$ cat src/rtl/i2cmb_txn_sequencer.sv
// rtl/i2cmb_txn_sequencer.sv - single-byte I2C transaction sequencer mastering the iicmb Wishbone port
//
// Ports:
//   clk_i, rst_n_i            clock, synchronous active-low reset
//   req_valid_i/req_ready_o   request handshake; req_bus_i, req_addr_i, req_rw_i, req_wdata_i
//   rsp_valid_o               one-cycle response pulse with rsp_status_o / rsp_rdata_o
//   busy_o                    transaction in progress
//   cyc_o/stb_o/we_o/adr_o/dat_o, dat_i, ack_i   Wishbone master
//   irq_i                     iicmb command-completion interrupt
module i2cmb_txn_sequencer #(
  parameter int NUM_I2C_BUSSES = 16,
  parameter int BUS_ID_WIDTH   = 4,
  parameter int WB_ADDR_WIDTH  = 2,
  parameter int WB_DATA_WIDTH  = 8,
  parameter int IRQ_TIMEOUT    = 65535
) (
  input  logic                     clk_i,
  input  logic                     rst_n_i,
  input  logic                     req_valid_i,
  output logic                     req_ready_o,
  input  logic [BUS_ID_WIDTH-1:0]  req_bus_i,
  input  logic [6:0]               req_addr_i,
  input  logic                     req_rw_i,
  input  logic [7:0]               req_wdata_i,
  output logic                     rsp_valid_o,
  output logic [1:0]               rsp_status_o,
  output logic [7:0]               rsp_rdata_o,
  output logic                     busy_o,
  output logic                     cyc_o,
  output logic                     stb_o,
  output logic                     we_o,
  output logic [WB_ADDR_WIDTH-1:0] adr_o,
  output logic [WB_DATA_WIDTH-1:0] dat_o,
  input  logic [WB_DATA_WIDTH-1:0] dat_i,
  input  logic                     ack_i,
  input  logic                     irq_i
);

  // Out-of-range bus ids are passed through untouched (the core flags ERR),
  // but the id field must at least be wide enough to name every bus.
  if (NUM_I2C_BUSSES > (1 << BUS_ID_WIDTH)) begin : g_cfg_check
    $error("BUS_ID_WIDTH too narrow for NUM_I2C_BUSSES");
  end

  localparam int CNT_W = $clog2(IRQ_TIMEOUT + 1);

  localparam logic [WB_ADDR_WIDTH-1:0] ADR_CSR  = WB_ADDR_WIDTH'(0);
  localparam logic [WB_ADDR_WIDTH-1:0] ADR_DPR  = WB_ADDR_WIDTH'(1);
  localparam logic [WB_ADDR_WIDTH-1:0] ADR_CMDR = WB_ADDR_WIDTH'(2);

  localparam logic [1:0] ST_OK = 2'b00, ST_NAK = 2'b01, ST_ERR = 2'b10, ST_TO = 2'b11;

  // Step numbers double as the program counter of the command sequence;
  // steps 8/9 are the CSR disable/enable pair shared by init and timeout recovery.
  localparam logic [3:0] STEP_DPR_BUS  = 4'd0;
  localparam logic [3:0] STEP_SETBUS   = 4'd1;
  localparam logic [3:0] STEP_START    = 4'd2;
  localparam logic [3:0] STEP_DPR_ADDR = 4'd3;
  localparam logic [3:0] STEP_ADDR     = 4'd4;
  localparam logic [3:0] STEP_DATA0    = 4'd5;
  localparam logic [3:0] STEP_DATA1    = 4'd6;
  localparam logic [3:0] STEP_STOP     = 4'd7;
  localparam logic [3:0] STEP_CSR_OFF  = 4'd8;
  localparam logic [3:0] STEP_CSR_ON   = 4'd9;

  typedef enum logic [2:0] {S_INIT, S_IDLE, S_ISSUE, S_BUS, S_WAIT_IRQ, S_RESP} state_e;

  state_e                   state_q, state_d;
  logic [3:0]               step_q, step_d;
  logic                     rd_cmdr_q, rd_cmdr_d;
  logic [CNT_W-1:0]         cnt_q, cnt_d;
  logic [BUS_ID_WIDTH-1:0]  bus_q, bus_d;
  logic [6:0]               addr_q, addr_d;
  logic                     rw_q, rw_d;
  logic [7:0]               wdata_q, wdata_d;
  logic                     busy_q, busy_d;
  logic [1:0]               st_q, st_d;
  logic [7:0]               rbyte_q, rbyte_d;
  logic                     we_q, we_d;
  logic [WB_ADDR_WIDTH-1:0] adr_q, adr_d;
  logic [WB_DATA_WIDTH-1:0] dat_q, dat_d;
  logic [1:0]               rsp_status_q, rsp_status_d;
  logic [7:0]               rsp_rdata_q, rsp_rdata_d;

  logic                     op_we;
  logic [WB_ADDR_WIDTH-1:0] op_adr;
  logic [7:0]               op_dat;
  logic                     step_is_cmd;
  logic                     step_nak_matters;

  // Bus access issued for the current step.
  always_comb begin
    op_we  = 1'b1;
    op_adr = ADR_CMDR;
    op_dat = 8'h00;
    case (step_q)
      STEP_DPR_BUS:  begin op_adr = ADR_DPR; op_dat = 8'(bus_q); end
      STEP_SETBUS:   op_dat = 8'h06;
      STEP_START:    op_dat = 8'h04;
      STEP_DPR_ADDR: begin op_adr = ADR_DPR; op_dat = {addr_q, rw_q}; end
      STEP_ADDR:     op_dat = 8'h01;
      STEP_DATA0:    begin
        if (rw_q) op_dat = 8'h03;
        else begin op_adr = ADR_DPR; op_dat = wdata_q; end
      end
      STEP_DATA1:    begin
        if (rw_q) begin op_adr = ADR_DPR; op_we = 1'b0; end
        else op_dat = 8'h01;
      end
      STEP_STOP:     op_dat = 8'h05;
      STEP_CSR_OFF:  begin op_adr = ADR_CSR; op_dat = 8'h00; end
      STEP_CSR_ON:   begin op_adr = ADR_CSR; op_dat = 8'hC0; end
      default:       op_dat = 8'h00;
    endcase
  end

  assign step_is_cmd = (op_adr == ADR_CMDR) && op_we;
  assign step_nak_matters = (step_q == STEP_ADDR) || (step_q == STEP_DATA1 && !rw_q);

  always_comb begin
    state_d      = state_q;
    step_d       = step_q;
    rd_cmdr_d    = rd_cmdr_q;
    cnt_d        = cnt_q;
    bus_d        = bus_q;
    addr_d       = addr_q;
    rw_d         = rw_q;
    wdata_d      = wdata_q;
    busy_d       = busy_q;
    st_d         = st_q;
    rbyte_d      = rbyte_q;
    we_d         = we_q;
    adr_d        = adr_q;
    dat_d        = dat_q;
    rsp_status_d = rsp_status_q;
    rsp_rdata_d  = rsp_rdata_q;

    case (state_q)
      S_INIT: begin
        step_d  = STEP_CSR_ON;
        state_d = S_ISSUE;
      end
      S_IDLE: begin
        if (req_valid_i) begin
          bus_d   = req_bus_i;
          addr_d  = req_addr_i;
          rw_d    = req_rw_i;
          wdata_d = req_wdata_i;
          busy_d  = 1'b1;
          st_d    = ST_OK;
          step_d  = STEP_DPR_BUS;
          state_d = S_ISSUE;
        end
      end
      // One cycle with cyc low before every access guarantees the idle gap.
      S_ISSUE: begin
        we_d      = op_we;
        adr_d     = op_adr;
        dat_d     = WB_DATA_WIDTH'(op_dat);
        rd_cmdr_d = 1'b0;
        state_d   = S_BUS;
      end
      S_BUS: begin
        if (ack_i) begin
          if (rd_cmdr_q) begin
            if (dat_i[5] || dat_i[4]) begin
              st_d    = ST_ERR;
              state_d = S_RESP;
            end else if (dat_i[6] && step_nak_matters) begin
              st_d    = ST_NAK;
              step_d  = STEP_STOP;
              state_d = S_ISSUE;
            end else if (step_q == STEP_STOP) begin
              state_d = S_RESP;
            end else begin
              step_d  = step_q + 4'd1;
              state_d = S_ISSUE;
            end
          end else if (step_is_cmd) begin
            cnt_d   = '0;
            state_d = S_WAIT_IRQ;
          end else if (step_q == STEP_DATA1) begin
            rbyte_d = dat_i[7:0];
            step_d  = STEP_STOP;
            state_d = S_ISSUE;
          end else if (step_q == STEP_CSR_ON) begin
            // Same CSR enable closes both power-up init and timeout recovery.
            state_d = busy_q ? S_RESP : S_IDLE;
          end else begin
            step_d  = step_q + 4'd1;
            state_d = S_ISSUE;
          end
        end
      end
      S_WAIT_IRQ: begin
        if (irq_i) begin
          we_d      = 1'b0;
          adr_d     = ADR_CMDR;
          dat_d     = '0;
          rd_cmdr_d = 1'b1;
          state_d   = S_BUS;
        end else if (cnt_q == CNT_W'(IRQ_TIMEOUT)) begin
          st_d    = ST_TO;
          step_d  = STEP_CSR_OFF;
          state_d = S_ISSUE;
        end else begin
          cnt_d = cnt_q + 1'b1;
        end
      end
      S_RESP: begin
        busy_d  = 1'b0;
        state_d = S_IDLE;
      end
      default: state_d = S_INIT;
    endcase

    if (state_d == S_RESP && state_q != S_RESP) begin
      rsp_status_d = st_d;
      if (st_d == ST_OK && rw_q) rsp_rdata_d = rbyte_q;
    end
  end

  always_ff @(posedge clk_i) begin
    if (!rst_n_i) begin
      state_q      <= S_INIT;
      step_q       <= '0;
      rd_cmdr_q    <= 1'b0;
      cnt_q        <= '0;
      bus_q        <= '0;
      addr_q       <= '0;
      rw_q         <= 1'b0;
      wdata_q      <= '0;
      busy_q       <= 1'b0;
      st_q         <= ST_OK;
      rbyte_q      <= '0;
      we_q         <= 1'b0;
      adr_q        <= '0;
      dat_q        <= '0;
      rsp_status_q <= '0;
      rsp_rdata_q  <= '0;
    end else begin
      state_q      <= state_d;
      step_q       <= step_d;
      rd_cmdr_q    <= rd_cmdr_d;
      cnt_q        <= cnt_d;
      bus_q        <= bus_d;
      addr_q       <= addr_d;
      rw_q         <= rw_d;
      wdata_q      <= wdata_d;
      busy_q       <= busy_d;
      st_q         <= st_d;
      rbyte_q      <= rbyte_d;
      we_q         <= we_d;
      adr_q        <= adr_d;
      dat_q        <= dat_d;
      rsp_status_q <= rsp_status_d;
      rsp_rdata_q  <= rsp_rdata_d;
    end
  end

  assign req_ready_o  = (state_q == S_IDLE);
  assign rsp_valid_o  = (state_q == S_RESP);
  assign rsp_status_o = rsp_status_q;
  assign rsp_rdata_o  = rsp_rdata_q;
  assign busy_o       = busy_q;
  assign cyc_o        = (state_q == S_BUS);
  assign stb_o        = (state_q == S_BUS);
  assign we_o         = we_q;
  assign adr_o        = adr_q;
  assign dat_o        = dat_q;

endmodule

$ cat config.mk
export PLATFORM = sky130hd
export DESIGN_NAME = i2cmb_txn_sequencer
export DESIGN_NICKNAME = d
export VERILOG_FILES = /design/src/rtl/i2cmb_txn_sequencer.sv
export SDC_FILE = /design/constraint.sdc
export NUM_CORES = 1
export LEC_CHECK = 0
export BUFFER_PORTS_ARGS = -buffer_cell sky130_fd_sc_hd__buf_2
export CORE_ASPECT_RATIO = 0.6
export CORE_UTILIZATION = 61
export CTS_BUF_LIST = sky130_fd_sc_hd__clkbuf_4 sky130_fd_sc_hd__clkbuf_8 sky130_fd_sc_hd__clkbuf_16
export DETAILED_ROUTE_END_ITERATION = 16
export GPL_TIMING_DRIVEN = 0
export PLACE_DENSITY_LB_ADDON = 0.15
export SLEW_MARGIN = 20
export SYNTH_ARGS = -nofsm -noshare
export SYNTH_HDL_FRONTEND = slang
export SYNTH_SLANG_ARGS = --single-unit
$ cat constraint.sdc
create_clock -name clk_i -period 6.5 [get_ports clk_i]
set_input_delay 1.95 -clock clk_i [delete_from_list [all_inputs] [get_ports clk_i]]
set_output_delay 1.95 -clock clk_i [all_outputs]
set_load 0.02 [all_outputs]
* Word-level counts from Yosys, hierarchy flattened
Cells that the tools add are included.
** Word-level totals
- Bits in registers :: 76
- Logic and storage cells :: 131
** Operators by class
- $add $sub $neg :: 2
- Equality and inequality tests :: 30
- Muxes and demuxes :: 57
- Bitwise operators :: 2
- Reductions and logical operators :: 24
** Operator list (count)
- $mux 16 :: 5
- $pmux 8 s9 :: 1
- $mux 4 :: 11
- $mux 3 :: 12
- $pmux 16 s2 :: 1
- $mux 2 :: 10
- $pmux 3 s6 :: 1
- $add 16x1->16 const B :: 1
- $eq 16x16->1 const B :: 1
- $eq 4x3->1 const B :: 4
- $mux 8 :: 2
- $pmux 4 s4 :: 1
- $pmux 8 s2 :: 1
- $ne 2x2->1 const B :: 6
- $eq 3x3->1 const B :: 3
- $ne 3x3->1 const B :: 3
- $reduce_and 9->1 :: 1
- $eq 4x2->1 const B :: 2
- $eq 4x4->1 const B :: 2
- $ne 4x4->1 const B :: 2
- $pmux 2 s4 :: 1
- $reduce_and 2->1 :: 4
- $eq 3x2->1 const B :: 2
- $mux 1 :: 6
- other kinds (20) :: 32

* Depth between registers and ports, before layout
- Word-level depth :: 12
- Depth in mapped cells :: 10
- Depth with buffers taken out :: 8

* Least setup slack after synthesis
Ideal clock, no wire load.
- Kind :: input -> register
- Start :: in irq_i
- End :: reg cnt_q[11]
- Library setup time :: 0.119 ns
- Data arrival time :: 3.158 ns
- Required time :: 6.381 ns
- Slack :: 3.223 ns
- Cell stages on the path :: 6
- Buffers on the path :: 1
- Cell sequence :: nor4b_2 -> o21ai_4 -> buf_2 -> a211oi_2 -> xnor2_1 -> nor2_1
** Between the ends
- Word-level cells in the longest chain between the ends :: 2
** Ends and longest elaborated chain
- start, declared :: line 36 : input logic irq_i
- $ne 2x2->1 (no line)
- $reduce_and 6->1 (no line)
- end signal, assigned :: line 245 : cnt_q <= cnt_d;
- end, declared :: line 71 : logic [CNT_W-1:0] cnt_q, cnt_d;
No other way between the ends.
A chain may end at the register's enable or synchronous reset.

* Worst setup path in the final report
- Start :: reg state_q[0]
- End :: out stb_o
** Between the ends
- Word-level cells in the longest chain between the ends :: 1
** Ends and longest elaborated chain
- start, declared :: line 68 : state_e state_q, state_d;
- start signal, assigned :: line 242 : state_q <= state_d;
- $eq 3x2->1 :: line 267 : assign stb_o = (state_q == S_BUS);
- end, declared :: line 30 : output logic stb_o,
No other way between the ends.

==> results.md <==
- Outcome: complete, no violations
- Wire per inst: 16.74 µm
- P per Cell Area: 217.6 nW/µm²
- Net count after synthesis: 499
- CTS Buf Count: 9
- Crit path cell chain: and3b_1 > clkbuf_1 > buf_4 > buf_2
- Clock Sinks: 76
- Reg clk slew, reported paths: 0.08 ns
- Setup crit start kind: flip-flop
- Synth warnings: 0
- Clk Latency, worst-skew pair: 0.35 ns
- Worst slew pin tran: 0.7068 ns
- Fmax: 0.2804 GHz
- CP startpoint: state_q[0]
- Final Non-Filler Cells: 618
- Critical Path Sink: stb_o
- Ys flop type: dfxtp_1
- First-pass GRT wire length: 16700 µm
- Final setup margin: 2.933 ns
- Dpl cells: 602
- Post-CTS Setup Bufs: 0
- Hold WC Path Type: flip-flop to flip-flop
- RSZ-0062 raised after global routing: no
- Via/cell ratio: 5.919
- Hold buffers post-CTS: 0
- Synth unique cells: 66
- Core area: 6166 µm²
- Max Cap Violations: 0
- Post-synth EDFFs: 0
- Layout cells sized above 1: 22.85%
- Commonest non-fill, non-tap cell in the layout: nand2_1
- Asr flop ratio synth: 0%
- Inserted Diodes: 0
- R2r setup slk: 3.90 ns
- RD Place Congestion: 0.9539
- Leading area contributor after synthesis: dfxtp_1
- WP data arrival: 1.62 ns
- Share of the synthesized area in the top cell type: 38.73%
- Total GRT Usage: 32.58%
- DRC errors left: 0
- Sequential fraction of the synthesis area: 38.73%
- Slew Limit Headroom: 52.78%
- Vias in the first global route: 3243
- Syn-to-layout area delta: 15.19%
- CTS tree: done
- RR Startpoint: step_q[0]
- Slew Viols, Final: 0
- IR drop worst, VDD: 0.1134 mV
- Number of port buffers: 57
- Syn_area_per_cell: 8.522 µm²
- Post-CTS Resized: 0
- CP Data Required Time: 4.55 ns
- Dpl hpwl: 7898 µm
- Top post-synthesis cells by area: dfxtp_1 (39%), nand2_1 (7.4%), a21oi_1 (5.6%)
- Initial antenna violation count: 0
- Kind of critical path: flip-flop to output port
- Remaining antenna violation count after routing: 0
- CP max-delay cell: dfxtp_1
- Mapped Cells: 461
- Rows: 22
- Leak pwr: 1.801 nW
- CTS H-tree lvls: 3
- Most frequent cells in the layout: nand2_1 (77), dfxtp_1 (76), buf_2 (67)
- Total die area: 6776 µm²
- Largest net degree at the start of global routing: 14
- Setup Viol. Count Final: 0
- Reg2Reg Depth: 8
- TNS Setup: 0 ns
- Final Hold Viols: 0
- GR Overflow Total: 0
- Worst Clk Skew: 0.01403 ns
- Drt first pass iters: 5
- Mapped Area: 3929 µm²
- Initial Util: 63.72%
- CP Max Fanout: 7
- Vias: 3658
- Fin crit period: 3.567 ns
- IO Pins: 59
- Die boundary height: 64.17 µm
- DR iter-0 viols: 390
- Die X: 105.6 µm
- Max incr delay on CP: 0.44 ns
- Final net count: 567
- CTS Root Cell: clkbuf_8
- Clk buf depth: 2
- Post-Place Setup Slack: 2.792 ns
- Yosys reg bits: 76
- CP Capture Type: output port
- R2r endpoint: rsp_rdata_o[1]
- Layout fillers: 480
- Final clock period utilization by the worst path: 54.87%
- Routed WL: 10350 µm
## power breakdown
group          leakage [nW]  internal (W)  total, W  switching (W)
sequential            0.615      0.000475  0.000484     0.00000879
clock                 0.107      0.000194  0.000372       0.000178
combinational          1.08     0.0000458  0.000130      0.0000838
total                  1.80      0.000714  0.000985       0.000271
## cell families (layout without fill, tap and decap cells)
kind of cell | Yosys count | after routing | share of synthesized area (%)
flops | 76 | 76 | 38.73
buf+inv | 41 | 114 | 4.905
compound gates | 108 | 108 | 21.34
fa+ha+maj | 5 | 5 | 1.592
mux | 21 | 21 | 5.605
simple gates | 195 | 195 | 24.49
xor+xnor | 15 | 15 | 3.344
## worst min-delay path by stage
stage | start | endpoint | slack [ns] | cells past startpoint
2_1_floorplan | addr_q[1] | addr_q[1] | 0.43 | 2
3_3_place_gp | rbyte_q[2] | rsp_rdata_o[2] | 0.44 | 2
3_5_place_dp | rbyte_q[3] | rsp_rdata_o[3] | 0.45 | 2
4_1_cts | rbyte_q[3] | rsp_rdata_o[3] | 0.46 | 2
5_1_grt | wdata_q[1] | wdata_q[1] | 0.47 | 2
6_report | rbyte_q[3] | rsp_rdata_o[3] | 0.46 | 2
## state kept, by name, summed over array words and instances, names as in the netlist
register and cells:
rsp_rdata_o 8, rbyte_q 8, addr_q 7, adr_o 2, st_q 2, state_q 3
cnt_q 16, wdata_q 8, rsp_status_o 2, we_o 1, rw_q 1, dat_o 8
busy_o 1, rd_cmdr_q 1, step_q 4, bus_q 4
## per-layer routing
metal	global-route usage, %	part of all wire [%]	up-vias
met2	43.50	40	170
met5	0	0	-
met1	49.14	48	1712
met4	11.11	1.4	0
li1	-	-	1763
met3	9.184	11	13
## critical path, delay by kind of cell, from the launching register on
family	cells	cell delay [ns]
AND/OR/NAND/NOR	1	0.20
flip-flops	1	0.44
buffers and inverters	3	0.63
## cell usage after synthesis, types with 4 or more instances
cell and number:
nor2_1 51, nor2_2 4, nand2b_1 5, and2_1 5, mux2i_1 19, xnor2_1 15
o21ai_0 8, clkbuf_1 12, nor2b_1 4, a21oi_1 44, ha_1 5, o31ai_1 4
nand3_1 15, dfxtp_1 76, o211a_1 4, inv_1 13, nand2_1 77, nor3b_1 4
buf_2 10, a211oi_2 8, and4_1 4
## through the flow
| step | hold WS (ns) | cell area (µm²) | total power (W) | util (%) |
|---|---|---|---|---|
| 6_report | 0.4551 | 4526 | 0.0009850 | 73.40 |
| 5_1_grt | 0.4673 | 4526 | 0.001022 | 73.40 |
| 4_1_cts | 0.4564 | 4526 | 0.0009848 | 73.40 |
| 3_5_place_dp | 0.4454 | 4319 | 0.0006205 | 70.05 |
| 2_1_floorplan | 0.4332 | 3929 | 0.0005781 | - |
| 3_3_place_gp | 0.4374 | 4319 | 0.0006159 | 70.05 |
## layout make-up
type | instances | area, µm² | share of cell area [%]
tap | 84 | 105.1 | 2.322
inverter | 13 | 48.80 | 1.078
clock buffer | 11 | 145.1 | 3.207
sequential | 76 | 1521 | 33.62
timing repair buffer | 57 | 285.3 | 6.304
clock inverter | 5 | 61.31 | 1.355
multi-input combinational | 344 | 2215 | 48.94
buffer | 28 | 143.9 | 3.179
(Power assumes the default switching activity.)
